`src/rtl/seg7_scan_reader_if.sv`:
```
// seg7_scan_reader_if: multiplexed 7-segment bus plus the decoded readback of each digit
//   AN, SEG, DP                         active-low bus lines (driven by the display driver / master)
//   DIGITS, DIGIT_VALID, DP_OUT,
//   UPDATE, ERR                         decoded results (driven by the reader / slave)
interface seg7_scan_reader_if #(parameter int NUM_DIGITS = 8);
    logic [NUM_DIGITS-1:0]   AN;
    logic [6:0]              SEG;
    logic                    DP;
    logic [4*NUM_DIGITS-1:0] DIGITS;
    logic [NUM_DIGITS-1:0]   DIGIT_VALID;
    logic [NUM_DIGITS-1:0]   DP_OUT;
    logic                    UPDATE;
    logic                    ERR;
    modport master (output AN, SEG, DP, input DIGITS, DIGIT_VALID, DP_OUT, UPDATE, ERR);
    modport slave  (input AN, SEG, DP, output DIGITS, DIGIT_VALID, DP_OUT, UPDATE, ERR);
endinterface

```
`src/rtl/seg7_scan_reader.sv`:
```
// seg7_scan_reader: samples a multiplexed 7-segment bus, waits for each digit to settle and
// decodes it back to one hex nibble per digit.
//   CLK100MHZ   system clock
//   CPU_RESETN  asynchronous active-low reset, released synchronously inside
//   bus         slave side of seg7_scan_reader_if (AN/SEG/DP in, decoded results out)
module seg7_scan_reader #(
    parameter int NUM_DIGITS     = 8,
    parameter int STABLE_CYCLES  = 16,
    parameter int TIMEOUT_CYCLES = 1_000_000
) (
    input logic                CLK100MHZ,
    input logic                CPU_RESETN,
    seg7_scan_reader_if.slave  bus
);
    localparam int WW = NUM_DIGITS + 8;
    localparam int CW = STABLE_CYCLES > 2 ? $clog2(STABLE_CYCLES) : 1;
    localparam int TW = TIMEOUT_CYCLES > 2 ? $clog2(TIMEOUT_CYCLES) : 1;
    localparam int AW = NUM_DIGITS > 1 ? $clog2(NUM_DIGITS) : 1;
    localparam logic [CW-1:0] CMAX = CW'(STABLE_CYCLES - 1);
    localparam logic [TW-1:0] TMAX = TW'(TIMEOUT_CYCLES - 1);
    localparam logic [6:0] PAT [16] = '{
        7'h3F, 7'h06, 7'h5B, 7'h4F, 7'h66, 7'h6D, 7'h7D, 7'h07,
        7'h7F, 7'h6F, 7'h77, 7'h7C, 7'h39, 7'h5E, 7'h79, 7'h71
    };

    typedef enum logic [1:0] {SETTLE, COMMIT, HELD} state_t;

    state_t                  state;
    logic                    rst_meta, rst_n;
    logic [WW-1:0]           w_meta, w, w_prev;
    logic [CW-1:0]           cnt;
    logic [TW-1:0]           tcnt;
    logic [4*NUM_DIGITS-1:0] digits;
    logic [NUM_DIGITS-1:0]   valid, dp_out, an_on;
    logic                    update, err, hit, one_hot;
    logic [6:0]              seg_on;
    logic [3:0]              nib;
    logic [AW-1:0]           idx;

    // Reset asserts immediately but releases on a clock edge.
    always_ff @(posedge CLK100MHZ or negedge CPU_RESETN)
        if (!CPU_RESETN) {rst_n, rst_meta} <= 2'b00;
        else {rst_n, rst_meta} <= {rst_meta, 1'b1};

    // Decode works on w_prev: on the COMMIT cycle it is always the word of the stable window.
    assign an_on   = ~w_prev[WW-1:8];
    assign seg_on  = ~w_prev[6:0];
    assign one_hot = an_on != '0 && (an_on & (an_on - NUM_DIGITS'(1))) == '0;

    always_comb begin
        hit = 1'b0;
        nib = 4'h0;
        idx = '0;
        for (int k = 0; k < 16; k++)
            if (seg_on == PAT[k]) begin
                hit = 1'b1;
                nib = 4'(k);
            end
        for (int k = 0; k < NUM_DIGITS; k++)
            if (an_on[k]) idx = AW'(k);
    end

    always_ff @(posedge CLK100MHZ or negedge rst_n)
        if (!rst_n) begin
            state  <= SETTLE;
            w_meta <= '0;
            w      <= '0;
            w_prev <= '0;
            cnt    <= '0;
            tcnt   <= '0;
            digits <= '0;
            valid  <= '0;
            dp_out <= '0;
            update <= 1'b0;
            err    <= 1'b0;
        end else begin
            w_meta <= {bus.AN, bus.DP, bus.SEG};
            w      <= w_meta;
            w_prev <= w;
            update <= 1'b0;
            cnt    <= (w != w_prev) ? '0 : (cnt == CMAX) ? cnt : cnt + CW'(1);
            state  <= (w != w_prev) ? SETTLE :
                      (state == SETTLE && cnt == CMAX) ? COMMIT :
                      (state == COMMIT) ? HELD : state;
            // A successful commit below overrides both the count and the clear.
            if (tcnt == TMAX) valid <= '0;
            else tcnt <= tcnt + TW'(1);
            if (state == COMMIT && one_hot) begin
                if (hit) begin
                    digits[{idx, 2'b00} +: 4] <= nib;
                    valid[idx]  <= 1'b1;
                    dp_out[idx] <= ~w_prev[7];
                    update      <= 1'b1;
                    tcnt        <= '0;
                end else begin
                    valid[idx] <= 1'b0;
                    err        <= 1'b1;
                end
            end else if (state == COMMIT && an_on != '0) begin
                err <= 1'b1;
            end
        end

    assign bus.DIGITS      = digits;
    assign bus.DIGIT_VALID = valid;
    assign bus.DP_OUT      = dp_out;
    assign bus.UPDATE      = update;
    assign bus.ERR         = err;
endmodule

```
`src/flat_wrapper.sv`:
```
// flat-port wrapper written by rule: the top's interface ports become plain ports
module seg7_scan_reader_flat 
#(
    parameter int NUM_DIGITS     = 8,
    parameter int STABLE_CYCLES  = 16,
    parameter int TIMEOUT_CYCLES = 1_000_000
)
  (CLK100MHZ, CPU_RESETN, bus_AN, bus_SEG, bus_DP, bus_DIGITS, bus_DIGIT_VALID, bus_DP_OUT, bus_UPDATE, bus_ERR);
  seg7_scan_reader_if #(.NUM_DIGITS(NUM_DIGITS)) bus_i ();
  input logic CLK100MHZ;
  input logic CPU_RESETN;
  input wire logic [$bits(bus_i.AN)-1:0] bus_AN;
  input wire logic [$bits(bus_i.SEG)-1:0] bus_SEG;
  input wire logic [$bits(bus_i.DP)-1:0] bus_DP;
  output wire logic [$bits(bus_i.DIGITS)-1:0] bus_DIGITS;
  output wire logic [$bits(bus_i.DIGIT_VALID)-1:0] bus_DIGIT_VALID;
  output wire logic [$bits(bus_i.DP_OUT)-1:0] bus_DP_OUT;
  output wire logic [$bits(bus_i.UPDATE)-1:0] bus_UPDATE;
  output wire logic [$bits(bus_i.ERR)-1:0] bus_ERR;
  assign bus_i.AN = bus_AN;
  assign bus_i.SEG = bus_SEG;
  assign bus_i.DP = bus_DP;
  assign bus_DIGITS = bus_i.DIGITS;
  assign bus_DIGIT_VALID = bus_i.DIGIT_VALID;
  assign bus_DP_OUT = bus_i.DP_OUT;
  assign bus_UPDATE = bus_i.UPDATE;
  assign bus_ERR = bus_i.ERR;
  seg7_scan_reader #(.NUM_DIGITS(NUM_DIGITS), .STABLE_CYCLES(STABLE_CYCLES), .TIMEOUT_CYCLES(TIMEOUT_CYCLES)) u_core (.CLK100MHZ(CLK100MHZ), .CPU_RESETN(CPU_RESETN), .bus(bus_i));
endmodule
```
`config.mk`:
```
export PLATFORM = sky130hd
export DESIGN_NAME = seg7_scan_reader_flat
export DESIGN_NICKNAME = d
export VERILOG_FILES = /design/src/rtl/seg7_scan_reader_if.sv /design/src/rtl/seg7_scan_reader.sv /design/src/flat_wrapper.sv
export SDC_FILE = /design/constraint.sdc
export NUM_CORES = 1
export LEC_CHECK = 0
export ABC_CLOCK_PERIOD_IN_PS = 6440
export BUFFER_PORTS_ARGS = -buffer_cell sky130_fd_sc_hd__buf_2
export CAP_MARGIN = 20
export CORE_MARGIN = 3
export CORE_UTILIZATION = 25
export CTS_CLUSTER_DIAMETER = 120
export DETAILED_ROUTE_END_ITERATION = 7
export GPL_TIMING_DRIVEN = 0
export REMOVE_ABC_BUFFERS = 1
export SLEW_MARGIN = 0
export SYNTH_ARGS = -nofsm -noshare
export SYNTH_HDL_FRONTEND = slang
export SYNTH_SLANG_ARGS = --single-unit
```
`constraint.sdc`:
```
create_clock -name CLK100MHZ -period 6.44 [get_ports CLK100MHZ]
set_input_delay 1.61 -clock CLK100MHZ [delete_from_list [all_inputs] [get_ports CLK100MHZ]]
set_output_delay 1.61 -clock CLK100MHZ [all_outputs]
set_load 0.05 [all_outputs]
```
; ---- Word level (Yosys, flattened, before mapping)
; Cells that the tools add are included.
[word_totals]
register_bits = 126
in_bits = 18
output_inout_bits = 50
word_cells = 120
[op_classes]
add_sub_neg = 4
magnitude_cmp = 2
eq_ne = 22
shift = 2
mux = 58
bitwise = 7
n_reduce_logical = 12
[ops]
columns = op, count
row1 = $eq 7x7->1 const B, 12
row2 = $mux 20, 3
row3 = $mux 4, 10
row4 = $bwmux 32, 1
row5 = $shift 4x7->32 const A, 1
row6 = $shiftx 4x7->32, 1
row7 = $mux 1, 24
row8 = $mux 3, 8
row9 = $mux 8, 3
row10 = $add 20x1->20 const B, 1
row11 = $eq 20x20->1 const B, 1
row12 = $and 8x8->8, 2
row13 = $ne 16x16->1, 1
row14 = $not 8->8, 2
row15 = $eq 7x3->1 const B, 2
row16 = $eq 7x6->1 const B, 2
row17 = $mux 2, 7
row18 = $bwmux 8, 1
row19 = $logic_not 8->1, 1
row20 = $or 8x8->8, 1
row21 = $reduce_bool 8->1, 1
row22 = $sub 8x1->8 const B, 1
row23 = $neg 5->7, 1
row24 = $not 7->7, 1
row25 = other kinds (14), 19

; ---- Logic depth before layout (Yosys ltp)
; Gate-level depths: netlist (run 1).
[logic_depth]
word_depth = 20
mapped_depth = 11
mapped_depth_nobuf = 10

; ---- Worst setup path after synthesis (run 1)
; OpenSTA, ideal clock, no wires.
[synth_timing]
path_type = reg-to-reg
start = register u_core.w_prev[9]
end = register u_core.digits[16], in the netlist u_core.bus.DIGITS[16]
setup_ps = 125
arrival_time_ps = 2846
t_required_ps = 6315
slack_ps = 3470
path_stages_with_launch = 12
path_buffers = 1
period_less_slack_ps = 2970
path_cell_list = dfrtp_1 nand2b_1 a21boi_0 o21ai_0 and2_1 buf_2 ha_1 ha_1 nand2b_1 or3b_2 nor4_4 mux2_2
[synth_via]
elab_chain_len = 11
word_cells_on_any_way = 19
cone_classes = add/sub (2) / shift (2) / mux (8) / bitwise (2) / reduce/logical (5)
[synth_rtl]
columns = element, line
row1 = "start, declared", seg7_scan_reader.sv:30  ; logic [WW-1:0] w_meta, w, w_prev;
row2 = "start signal, assigned", seg7_scan_reader.sv:79  ; w_prev <= w;
row3 = $not 8->8 *, seg7_scan_reader.sv:46  ; assign an_on = ~w_prev[WW-1:8];
row4 = $mux 1, seg7_scan_reader.sv:60  ; if (an_on[k]) idx = AW'(k);
row5 = $mux 2 (2 in series), seg7_scan_reader.sv:60
row6 = $mux 3 (4 in series), seg7_scan_reader.sv:60
row7 = $neg 5->7, seg7_scan_reader.sv:90  ; digits[{idx, 2'b00} +: 4] <= nib;
row8 = $shiftx 4x7->32 or $shift 4x7->32 (tied branches), seg7_scan_reader.sv:90
row9 = $bwmux 32, seg7_scan_reader.sv:90
row10 = "end signal, assigned by index", seg7_scan_reader.sv:90
row11 = "end, declared", seg7_scan_reader.sv:33  ; logic [4*NUM_DIGITS-1:0] digits;
; Every way passes the cells marked *; elsewhere a longest branch is shown, timed or not.
; A chain may end at the register's enable or synchronous reset.

; ---- Worst setup path after layout (run 1)
[layout_timing]
start = register u_core.w_prev[9]
end = register u_core.digits[19], in the netlist u_core.bus.DIGITS[19]
; Same word-level chain as after synthesis.

==> impl_metrics.yaml, run 1 <==
pwr:
  power_mw: 1.88
  p_comb_share_pct: 3.3
  netSwitchingFraction_pct: 23.1
  power_density_nw_per_um2: 274
  p_sw_mw: 0.435
  peakVddDrop_uv: 132
  power.share.sequential_pct: 44.3
  power_report.internal_total_mw: 1.45
  static-leakage-power_nw: 3.07
  pwr-share-clk_pct: 52.3
setup_path:
  critical_path.most_common_cell: "sky130_fd_sc_hd__ha_1"
  slowest_delay_ns: 0.55
  setup.worst_path.end: "u_core.bus.DIGITS[19]$_DFFE_PN0P_"
  worstReg2RegEnd: "u_core.bus.DIGITS[19]$_DFFE_PN0P_"
  cp_data_arrival_time_ns: 3.71
  critPathRequiredTime_ns: 6.73
  cp-end-kind: "flop"
  worstSetupStartpointType: "flop"
  path_class: "flop to flop"
  critPathLaunch: "u_core.w_prev[9]$_DFF_PN0_"
  setup.reg_to_reg.worst_slack_ns: 3.01
  timing.rr.start: "u_core.w_prev[9]$_DFF_PN0_"
  ff2ff_path_depth: 9
  worst-path-max-fanout: 11
  cpMaxStageDelayCell: "sky130_fd_sc_hd__o21ai_0"
  crit_chain: "nand2b_1 -> a21boi_0 -> o21ai_0 -> and2_1 -> ha_1 -> ha_1 -> or3b_2 -> nor4_4 -> mux2_2"
yosys:
  synth-edff-count: 0
  synth-adder-area-share_pct: 1.54
  syn-mean-instance-area_um2: 11.7
  yosys-mux-area-fraction_pct: 6.88
  netlist_area_um2: 5680
  yosys_most_used_dff: "sky130_fd_sc_hd__dfrtp_1"
  yosysUniqueCellTypes: 55
  synth_warnings: 0
  yosys.area_share.simple_pct: 18.9
  register_area_share_after_synthesis_pct: 55.5
  post_synth_xor_area_fraction_pct: 5.71
  synth_top_family_by_area: "simple AND/OR/NAND/NOR gates"
  async_flop_share_pct: 100
  synth-seq-cells: 126
  synthesis.instances: 485
  area_fraction_in_compound_gates_after_synthesis_pct: 6.35
grt:
  groute.usage.overall_pct: 10.5
  wire_length_of_the_first_global_routing_pass_um: 20200
  grt.overflow.total: 0
  maximum_number_of_pins_on_one_net_before_global_route_repair: 66
  via_count_of_the_first_global_routing_pass: 3849
  initial_antenna_violation_count: 0
layout:
  syn_to_final_growth_pct: 21.0
  final.fill_count: 2210
  area_taken_by_multi_input_logic_gates_um2: 2240
  fraction_of_layout_cells_with_a_size_suffix_above_1_pct: 24.7
  fin_area_um2: 6870
  area.sequential_um2: 3160
  antennaDiodeCount: 0
  final_nets: 574
clock_tree:
  clock_tree.htree_level_count: 4
  cts-buffers-inserted: 17
  clk_path_buf_depth: 2
  tritoncts: "yes"
  post-cts-setup-buffers: 0
  hold_buffers: 0
  clock_insertion_delay_worst_skew_ns: 0.41
  postCtsResizedCells: 0
  cts_num_sinks: 126
  clockRootBuffer: "sky130_fd_sc_hd__clkbuf_16"
  clk_transition_reported_paths_ns: 0.06
placed_design:
  placed_wire_length_estimate_after_detailed_placement_um: 8370
  rd_place_congestion: 0.798
  detailed_place.area_um2: 6260
  port_buffers: 67
route:
  average_wire_length_per_cell_after_detail_routing_um: 14.2
  routed_wirelength_um: 12000
  via_count: 3722
  vias_per_cell: 4.42
  antenna_left: 0
  drt-pass1-iter-count: 5
  total_drc_errors_in_the_routed_layout: 0
  drt_first_iter_violations: 315
timing:
  rsz0062_at_grt: "false"
  timing.fmax_mhz: 292
  fin_worst_skew_ns: 0.0167
  hold_viol: 0
  period_needed_ns: 3.43
  final.period_utilization_pct: 53.2
  timing.setup.tns_ns: 0
  setup_viol: 0
  max-slew-margin-rel_pct: 32.2
  max_slew.worst_pin.slew_ns: 1.02
  report.final.slew_viol_count: 0
min_path:
  timing.hold.worst.start: "u_core.w_meta[12]$_DFF_PN0_"
  holdCritPathClass: "flop to flop"
die:
  dieWidth_um: 157
  top_level_ports: 68
  placementRows: 54
  floorplan.die_area_um2: 24600
  floorplan.die.height_um: 157
  initial_utilization_pct: 25.7
  core_um2: 22100
outcome:
  status: "finished clean"
flow_run:
  max_cap_viol_count: 0
## sequential cells by signal (all words and copies together), names as in the netlist, 2 cells and up
| name | count |
|---|---|
| u_core.bus.DIGITS | 32 |
| u_core.tcnt | 20 |
| u_core.w | 16 |
| u_core.w_meta | 16 |
| u_core.w_prev | 16 |
| u_core.bus.DIGIT_VALID | 8 |
| u_core.bus.DP_OUT | 8 |
| u_core.cnt | 4 |
| u_core.state | 2 |
## metal layers
layer	share of wire [%]	wire length (um)	track usage, %	up-vias
li1	-	-	-	1806
met1	50	5940	14.8	1838
met2	44	5320	15.3	71
met3	5.6	666	3.29	7
met4	0.55	66	3.46	0
met5	0	0	0	-
## placed cells by master (no fill, tap or decap), drive strengths merged, types with 11 or more instances in the layout
master,instances
mux2i,30
nand2,25
nand4,11
dfrtp,126
buf,69
nand3,19
clkbuf,18
xor2,29
nor4,17
nor2,33
inv,40
nand2b,14
## worst min path at each step
stage                                   to  slack, ns  depth (start not counted)
detailed placement  u_core.w[12]$_DFF_PN0_       0.33                          0
finish              u_core.w[12]$_DFF_PN0_       0.35                          0
floorplan           u_core.rst_n$_DFF_PN0_       0.33                          0
global placement     u_core.w[8]$_DFF_PN0_       0.33                          0
global route        u_core.w[11]$_DFF_PN0_       0.35                          0
CTS                  u_core.w[5]$_DFF_PN0_       0.35                          0
## power groups by stage
stage / sequential (mW) / combinational (mW) / clock, mW
global placement: 0.857 / 0.0517 / 0
floorplan: 0.847 / 0.0376 / 0
global route: 0.840 / 0.0716 / 1.05
detailed placement: 0.850 / 0.0635 / 0
finish: 0.835 / 0.0626 / 0.986
CTS: 0.836 / 0.0638 / 1.01
## synthesized netlist by cell type, drive strengths merged (3+ instances only)
| library cell | instances | area share, % |
|---|---|---|
| a21boi | 3 | 0.40 |
| a21oi | 5 | 0.51 |
| a31o | 3 | 0.46 |
| and2 | 3 | 0.33 |
| and3 | 8 | 0.88 |
| and4 | 3 | 0.46 |
| buf | 17 | 2.1 |
| clkbuf | 7 | 0.46 |
| dfrtp | 126 | 56 |
| ha | 7 | 1.5 |
| inv | 36 | 2.4 |
| mux2 | 8 | 1.6 |
| mux2i | 30 | 5.3 |
| nand2 | 25 | 1.7 |
| nand2b | 14 | 1.5 |
| nand3 | 19 | 1.7 |
| nand3b | 4 | 0.53 |
| nand4 | 11 | 1.2 |
| nor2 | 33 | 2.6 |
| nor2b | 6 | 0.66 |
| nor3 | 8 | 0.90 |
| nor3b | 5 | 0.66 |
| nor4 | 17 | 4.0 |
| o2111ai | 3 | 0.77 |
| o211ai | 5 | 0.66 |
| o21ai | 8 | 0.71 |
| o311ai | 3 | 0.46 |
| o31ai | 8 | 1.1 |
| or2 | 3 | 0.37 |
| or3b | 3 | 0.46 |
| xnor2 | 8 | 1.2 |
| xor2 | 29 | 4.5 |
## per-stage QoR
stage                     instances  utilization, %  worst slack [ns]  hold slack [ns]
after floorplan                 461               -              2.67            0.331
after detailed placement        810            28.3              3.08            0.335
after global placement          808            28.1              1.19            0.334
after CTS                       842            31.1              3.05            0.349
final                           842            31.1              3.01            0.346
after global routing            842            31.1              2.72            0.350
## worst max-delay path, delay by kind of cell (launching register included)
family,cells,cell delay [ns]
adders and majority gates,2,0.45
and+or+nand+nor,4,1.40
muxes,1,0.38
AOI/OAI and AO/OA,2,0.63
DFF,1,0.44
## layout make-up
cell class / instances / area share [%]
repair buffers: 69 / 5.50
clock inverters: 14 / 2.64
multi-input cells: 299 / 32.6
well taps: 280 / 5.10
clock buffers: 18 / 6.25
flip-flops and latches: 126 / 45.9
inverters: 36 / 1.97
## cells by family after synthesis
group | count (synthesis)
AOI/OAI and AO/OA | 47
xor gates and xnor gates | 37
adders and majority gates | 7
buffers and inverters | 60
DFF | 126
muxes | 38
other | 1
and+or+nand+nor | 169
No activity file was read; power rests on OpenSTA's default activity.
==> run 2: changes to the inputs <==
--- a/config.mk
+++ b/config.mk
@@ -5,7 +5,8 @@
 export SDC_FILE = /design/constraint.sdc
 export NUM_CORES = 1
 export LEC_CHECK = 0
-export ABC_CLOCK_PERIOD_IN_PS = 6440
+export ABC_AREA = 1
+export ABC_CLOCK_PERIOD_IN_PS = 3000
 export BUFFER_PORTS_ARGS = -buffer_cell sky130_fd_sc_hd__buf_2
 export CAP_MARGIN = 20
 export CORE_MARGIN = 3
==> constraint.sdc (replaced) <==
create_clock -name CLK100MHZ -period 3 [get_ports CLK100MHZ]
set_input_delay 0.75 -clock CLK100MHZ [delete_from_list [all_inputs] [get_ports CLK100MHZ]]
set_output_delay 0.75 -clock CLK100MHZ [all_outputs]
set_load 0.05 [all_outputs]
==> run 2 against run 1 <==
  * Clock skew is 0.0046 ns lower
  * Clock power rose by 120%
  * Via count rose by 11%
  * Sequential share of layout area grew 0.24 points
  * Worst hold slack lost 0.25 ns
  * Core utilization up 0.91 points
  * Maximum frequency grew 26%
  * Synthesized area decreased by 2.9%
  * Highest routed layer unchanged
  * Synthesized cell count is 22% higher
==> impl_metrics.yaml, run 2 <==
grt:
  maximum_number_of_pins_on_one_net_before_global_route_repair: 65
  grt.overflow.total: 0
  wire_length_of_the_first_global_routing_pass_um: 21000
  initial_antenna_violation_count: 0
  groute.usage.overall_pct: 11.2
  via_count_of_the_first_global_routing_pass: 4029
clock_tree:
  clock_insertion_delay_worst_skew_ns: 0.42
  cts-buffers-inserted: 17
  clockRootBuffer: "sky130_fd_sc_hd__clkbuf_16"
  tritoncts: "yes"
  clk_path_buf_depth: 2
  clock_tree.htree_level_count: 4
  post-cts-setup-buffers: 0
  cts_num_sinks: 126
  clk_transition_reported_paths_ns: 0.06
setup_path:
  cp-end-kind: "flop"
  worst-path-max-fanout: 14
  critPathRequiredTime_ns: 3.30
  worstSetupStartpointType: "flop"
  ff2ff_path_depth: 12
  cp_data_arrival_time_ns: 3.02
  path_class: "flop to flop"
yosys:
  post_synth_xor_area_fraction_pct: 3.97
  synth-edff-count: 0
  synth_area_leader_cell: "sky130_fd_sc_hd__dfrtp_1"
  yosys_most_used_dff: "sky130_fd_sc_hd__dfrtp_1"
  synth_top_area_share_pct: 57.2
  synthesis.instances: 592
  synth_top_family_by_area: "simple AND/OR/NAND/NOR gates"
  netlist_area_um2: 5510
  synth_most_common_cell: "sky130_fd_sc_hd__dfrtp_1"
  synth-adder-area-share_pct: 1.59
  register_area_share_after_synthesis_pct: 57.2
  synth_warnings: 0
  synth_common_cells: "sky130_fd_sc_hd__dfrtp_1, sky130_fd_sc_hd__nand2_1, sky130_fd_sc_hd__inv_1, sky130_fd_sc_hd__nor2_1, sky130_fd_sc_hd__nand3_1"
  yosysUniqueCellTypes: 36
  syn-mean-instance-area_um2: 9.31
  synth.top_cells.by_area: "sky130_fd_sc_hd__dfrtp_1, sky130_fd_sc_hd__nand2_1, sky130_fd_sc_hd__inv_1, sky130_fd_sc_hd__nor2_1, sky130_fd_sc_hd__xor2_1"
  async_flop_share_pct: 100
  synth-seq-cells: 126
  area_fraction_in_compound_gates_after_synthesis_pct: 7.62
  yosys-mux-area-fraction_pct: 0.182
  yosys.area_share.simple_pct: 23.6
timing:
  report.final.slew_viol_count: 0
  max-slew-margin-rel_pct: 40.7
  fin_worst_skew_ns: 0.0121
  hold-worst-slack_ns: 0.0995
  hold_viol: 0
  max_slew.worst_pin.slew_ns: 0.888
  postLayoutSetupSlackWorst_ns: 0.279
  setup_viol: 0
  period_needed_ns: 2.72
  timing.fmax_mhz: 368
  final.period_utilization_pct: 90.7
  rsz0062_at_grt: "false"
placed_design:
  rd_place_congestion: 0.818
  numPlacedInstances: 931
  port_buffers: 67
  pre_cts_ws_ns: 0.0281
  placed_wire_length_estimate_after_detailed_placement_um: 9160
die:
  floorplan.die.height_um: 155
  top_level_ports: 68
  floorplan.die_area_um2: 23900
  placementRows: 53
  core_um2: 21400
  initial_utilization_pct: 25.8
  dieWidth_um: 155
route:
  vias_per_cell: 4.28
  via_count: 4120
  routed_wirelength_um: 12400
  total_drc_errors_in_the_routed_layout: 0
  drt-pass1-iter-count: 4
  drt_first_iter_violations: 178
  average_wire_length_per_cell_after_detail_routing_um: 12.9
  antenna_left: 0
layout:
  mostFrequentLayoutCell: "sky130_fd_sc_hd__dfrtp_1"
  antennaDiodeCount: 0
  area.sequential_um2: 3160
  largest_reg_flops: 32
  final_cell_mix: "sky130_fd_sc_hd__dfrtp_1, sky130_fd_sc_hd__nand2_1, sky130_fd_sc_hd__inv_1"
  syn_to_final_growth_pct: 24.0
  final.fill_count: 2247
  layout.cells.non_filler: 963
  final_nets: 700
  area_taken_by_multi_input_logic_gates_um2: 2050
  fraction_of_layout_cells_with_a_size_suffix_above_1_pct: 19.6
outcome:
  status: "finished clean"
pwr:
  static-leakage-power_nw: 3.37
  power_density_nw_per_um2: 596
  power_mw: 4.07
  peakVddDrop_uv: 362
min_path:
  holdCritPathClass: "primary input to asynchronous set/reset pin"
flow_run:
  max_cap_viol_count: 0
-- run 2: where the power goes --
group	total, mW	internal, mW	switching (mW)
sequential	1.77	1.73	0.0322
clock	2.16	1.27	0.886
combinational	0.150	0.0460	0.104
total	4.07	3.05	1.02
-- run 2: worst paths after layout --
kind | slack, ns | end | startpoint
worst min-delay path | 0.1 | u_core.rst_n$_DFF_PN0_ | CPU_RESETN
worst max-delay path | 0.28 | u_core.bus.DIGITS[16]$_DFFE_PN0P_ | u_core.w_prev[12]$_DFF_PN0_
min in group CLK100MHZ | 0.35 | u_core.w[13]$_DFF_PN0_ | u_core.w_meta[13]$_DFF_PN0_
worst max register to register | 0.28 | u_core.bus.DIGITS[16]$_DFFE_PN0P_ | u_core.w_prev[12]$_DFF_PN0_
worst min register to register | 0.19 | u_core.w_meta[0]$_DFF_PN0_ | u_core.rst_n$_DFF_PN0_
max in group asynchronous | 1.96 | u_core.bus.DIGITS[22]$_DFFE_PN0P_ | u_core.rst_n$_DFF_PN0_
-- run 2: logic make-up (layout without fill, tap and decap cells) --
logic type               count (synthesis)  in the layout
flip-flops                             126            126
multiplexers                             1              1
adder cells (fa/ha/maj)                  7              7
XOR/XNOR                                25             25
AND/OR/NAND/NOR                        278            278
buffers and inverters                   78            174
AO/OA/AOI/OAI                           76             76
other                                    1              1
-- run 2: per-layer routing --
layer  global-route usage, %  share of wire, %  wire [um]
met3                    3.55               5.4        677
met2                    17.9                48       5990
met4                    3.53              0.98        122
met5                       0                 0          0
met1                    14.5                45       5640
-- run 2: stage by stage --
step | TNS [ns] | area, um2 | utilization (%)
6_report | 0 | 6840 | 32.0
2_1_floorplan | -95.52 | 5470 | -
5_1_grt | 0 | 6840 | 32.0
3_5_place_dp | 0 | 6210 | 29.1
3_3_place_gp | -277.21 | 6150 | 28.8
4_1_cts | 0 | 6830 | 32.0
-- run 2: final cells by class --
cell class,instances,share of cell area [%]
multi-input cells,388,30.0
clock buffers,17,6.22
well taps,275,5.03
flip-flops and latches,126,46.2
clock inverters,15,2.78
repair buffers,69,5.71
inverters,73,4.08
-- run 2: timing repair --
item,4_1_cts,5_1_grt
hold endpoints to repair,0,0
resized for setup,0,2
hold buffers,0,0
setup endpoints to repair,0,14
-- run 2: critical path, cell delays in order, from the launching register on --
cell and delay, ns:
sky130_fd_sc_hd__dfrtp_1 0.42, sky130_fd_sc_hd__inv_1 0.12, sky130_fd_sc_hd__a21oi_1 0.13, sky130_fd_sc_hd__nand2_1 0.12, sky130_fd_sc_hd__nand2_2 0.23, sky130_fd_sc_hd__inv_1 0.16, sky130_fd_sc_hd__ha_1 0.23, sky130_fd_sc_hd__ha_1 0.36
sky130_fd_sc_hd__inv_1 0.12, sky130_fd_sc_hd__nor4_2 0.38, sky130_fd_sc_hd__nand3_4 0.16, sky130_fd_sc_hd__nand2_1 0.10, sky130_fd_sc_hd__o21ai_1 0.07
==> run 3: changes to the inputs <==
--- a/config.mk
+++ b/config.mk
@@ -5,11 +5,10 @@
 export SDC_FILE = /design/constraint.sdc
 export NUM_CORES = 1
 export LEC_CHECK = 0
-export ABC_AREA = 1
 export ABC_CLOCK_PERIOD_IN_PS = 3000
 export BUFFER_PORTS_ARGS = -buffer_cell sky130_fd_sc_hd__buf_2
 export CAP_MARGIN = 20
-export CORE_MARGIN = 3
+export CORE_MARGIN = 5
 export CORE_UTILIZATION = 25
 export CTS_CLUSTER_DIAMETER = 120
 export DETAILED_ROUTE_END_ITERATION = 7
==> run 3 against run 2 <==
  * Sequential cell count did not move
  * Sequential share of layout area is 0.97 points lower
  * Combinational power is 9% higher
  * Sequential power about the same
  * Power fell by 2.7%
  * Final area grew 2.2%
  * Via count fell by 8.1%
  * Clock-buffer cell count increased by 2
  * Non-clock buffer count up 7
  * Critical path depth down 2
  * Final cell count is 11% lower
  * Core utilization shrank 0.96 points
  * Critical endpoint is now u_core.bus.DIGITS[18]$_DFFE_PN0P_
==> impl_metrics.yaml, run 3 (synthesis results as in run 1) <==
outcome:
  status: "finished clean"
layout:
  area.sequential_um2: 3160
  layout.cells.non_filler: 855
  fin_util_pct: 31.1
  area_taken_by_multi_input_logic_gates_um2: 2280
  final_cell_mix: "sky130_fd_sc_hd__dfrtp_1, sky130_fd_sc_hd__buf_2, sky130_fd_sc_hd__inv_1"
  fin_area_um2: 6990
  final_nets: 582
  mostFrequentLayoutCell: "sky130_fd_sc_hd__dfrtp_1"
  antennaDiodeCount: 0
  largest_reg_flops: 32
  final.fill_count: 2284
  fraction_of_layout_cells_with_a_size_suffix_above_1_pct: 26.8
  syn_to_final_growth_pct: 23.1
pwr:
  power_density_nw_per_um2: 567
  netSwitchingFraction_pct: 23.1
  power_report.internal_total_mw: 3.05
  static-leakage-power_nw: 3.10
  peakVddDrop_uv: 347
  pwr-share-clk_pct: 50.9
  power.share.sequential_pct: 45.0
  power_mw: 3.96
  p_sw_mw: 0.914
  p_comb_share_pct: 4.1
route:
  route.met2.wl_um: 5610
  routed_wirelength_um: 12500
  highest-signal-layer: "met4"
  antenna_left: 0
  drt_first_iter_violations: 226
  vias_per_cell: 4.43
  total_drc_errors_in_the_routed_layout: 0
  drt-pass1-iter-count: 4
  via_count: 3785
  routed_metal_1_wire_length_um: 5990
  met3_wirelength_um: 758
  average_wire_length_per_cell_after_detail_routing_um: 14.6
clock_tree:
  clockRootBuffer: "sky130_fd_sc_hd__clkbuf_16"
  clk_transition_reported_paths_ns: 0.06
  clock_tree.htree_level_count: 4
  tritoncts: "yes"
  clock_insertion_delay_worst_skew_ns: 0.42
  clk_path_buf_depth: 2
  cts_num_sinks: 126
  hold_buffers: 0
  cts-buffers-inserted: 17
die:
  dieWidth_um: 161
  floorplan.die.height_um: 161
  core_um2: 22500
  top_level_ports: 68
  floorplan.die_area_um2: 25800
  initial_utilization_pct: 25.2
  placementRows: 55
timing:
  timing.setup.tns_ns: 0
  hold_viol: 0
  max_slew.worst_pin.slew_ns: 0.762
  hold-worst-slack_ns: 0.100
  period_needed_ns: 2.87
  max-slew-margin-rel_pct: 49.0
  rsz0062_at_grt: "false"
  report.final.slew_viol_count: 0
  final.period_utilization_pct: 95.7
  timing.fmax_mhz: 348
  fin_worst_skew_ns: 0.0143
  setup_viol: 0
  postLayoutSetupSlackWorst_ns: 0.128
grt:
  wire_length_of_the_first_global_routing_pass_um: 21000
  groute.usage.overall_pct: 10.2
  initial_antenna_violation_count: 0
  maximum_number_of_pins_on_one_net_before_global_route_repair: 58
  grt.overflow.total: 0
  via_count_of_the_first_global_routing_pass: 3903
flow_run:
  max_cap_viol_count: 0
setup_path:
  path_class: "flop to flop"
  cp-end-kind: "flop"
  worst-path-max-fanout: 7
  critPathRequiredTime_ns: 3.29
  worstSetupStartpointType: "flop"
  cp_data_arrival_time_ns: 3.16
  critPathLaunch: "u_core.w_prev[9]$_DFF_PN0_"
  timing.rr.start: "u_core.w_prev[9]$_DFF_PN0_"
placed_design:
  numPlacedInstances: 816
  rd_place_congestion: 0.755
  placed_wire_length_estimate_after_detailed_placement_um: 8690
  detailed_place.area_um2: 6310
  port_buffers: 67
  pre_cts_ws_ns: -0.415
min_path:
  holdCritPathClass: "primary input to asynchronous set/reset pin"
==> run 3: changes by cell type in the layout (fill, tap and decap cells not counted), moves of 9 or more <==
| cell | change |
|---|---|
| sky130_fd_sc_hd__nand2_1 | -88 |
| sky130_fd_sc_hd__nor2_1 | -42 |
| sky130_fd_sc_hd__inv_1 | -36 |
| sky130_fd_sc_hd__mux2i_1 | +29 |
| sky130_fd_sc_hd__o21ai_0 | -22 |
| sky130_fd_sc_hd__o21ai_1 | -19 |
| sky130_fd_sc_hd__nand3_1 | -16 |
| sky130_fd_sc_hd__nand2b_1 | +14 |
| sky130_fd_sc_hd__a21oi_1 | -9 |
| sky130_fd_sc_hd__nand2_2 | -9 |
==> run 3: layout make-up <==
cell class	count	share of cell area, %
repair buffers	76	6.80
well taps	285	5.10
flip-flops and latches	126	45.2
clock inverters	13	2.01
multi-input cells	300	32.6
clock buffers	19	6.34
inverters	36	1.93
==> run 3: layer usage <==
metal  vias up  GRT usage, %
met3         8          2.95
li1       1838             -
met1      1850          14.0
met2        89          15.2
met4         0          3.99
met5         -             0
==> run 3: final timing paths <==
path                                                          end  slack [ns]  cells after the start
max in group asynchronous        u_core.bus.DIGITS[3]$_DFFE_PN0P_        1.92                      2
worst max register to register  u_core.bus.DIGITS[18]$_DFFE_PN0P_        0.13                     10
worst min register to register         u_core.w_meta[7]$_DFF_PN0_        0.20                      0
worst max-delay path            u_core.bus.DIGITS[18]$_DFFE_PN0P_        0.13                     10
worst min-delay path                       u_core.rst_n$_DFF_PN0_        0.10                      1
min in group CLK100MHZ                      u_core.w[2]$_DFF_PN0_        0.35                      0
==> run 3: what timing repair did <==
| item | in CTS | in global routing |
|---|---|---|
| pin swaps | 2 | 2 |
| buffers inserted | 5 | 1 |
| gates cloned | 1 | 0 |
| endpoints found under the setup margin | 46 | 4 |
| gates resized for setup | 9 | 1 |
==> run 3: power groups by stage <==
stage / Sequential (mW) / Clock [mW] / Combinational (mW)
6_report: 1.78 / 2.02 / 0.164
5_1_grt: 1.79 / 2.14 / 0.187
4_1_cts: 1.78 / 2.06 / 0.166
3_5_place_dp: 1.81 / 0 / 0.157
3_3_place_gp: 1.84 / 0 / 0.111
2_1_floorplan: 1.82 / 0 / 0.0806
==> run 3: critical path, cell delays in order (launching register included) <==
cell and delay [ns]:
sky130_fd_sc_hd__dfrtp_1 0.39, sky130_fd_sc_hd__nand2b_1 0.19, sky130_fd_sc_hd__a21boi_2 0.17, sky130_fd_sc_hd__o21ai_2 0.10, sky130_fd_sc_hd__and2_4 0.18, sky130_fd_sc_hd__ha_1 0.22
sky130_fd_sc_hd__ha_4 0.19, sky130_fd_sc_hd__nand2b_1 0.15, sky130_fd_sc_hd__or3b_2 0.48, sky130_fd_sc_hd__nor4_4 0.28, sky130_fd_sc_hd__mux2_2 0.38
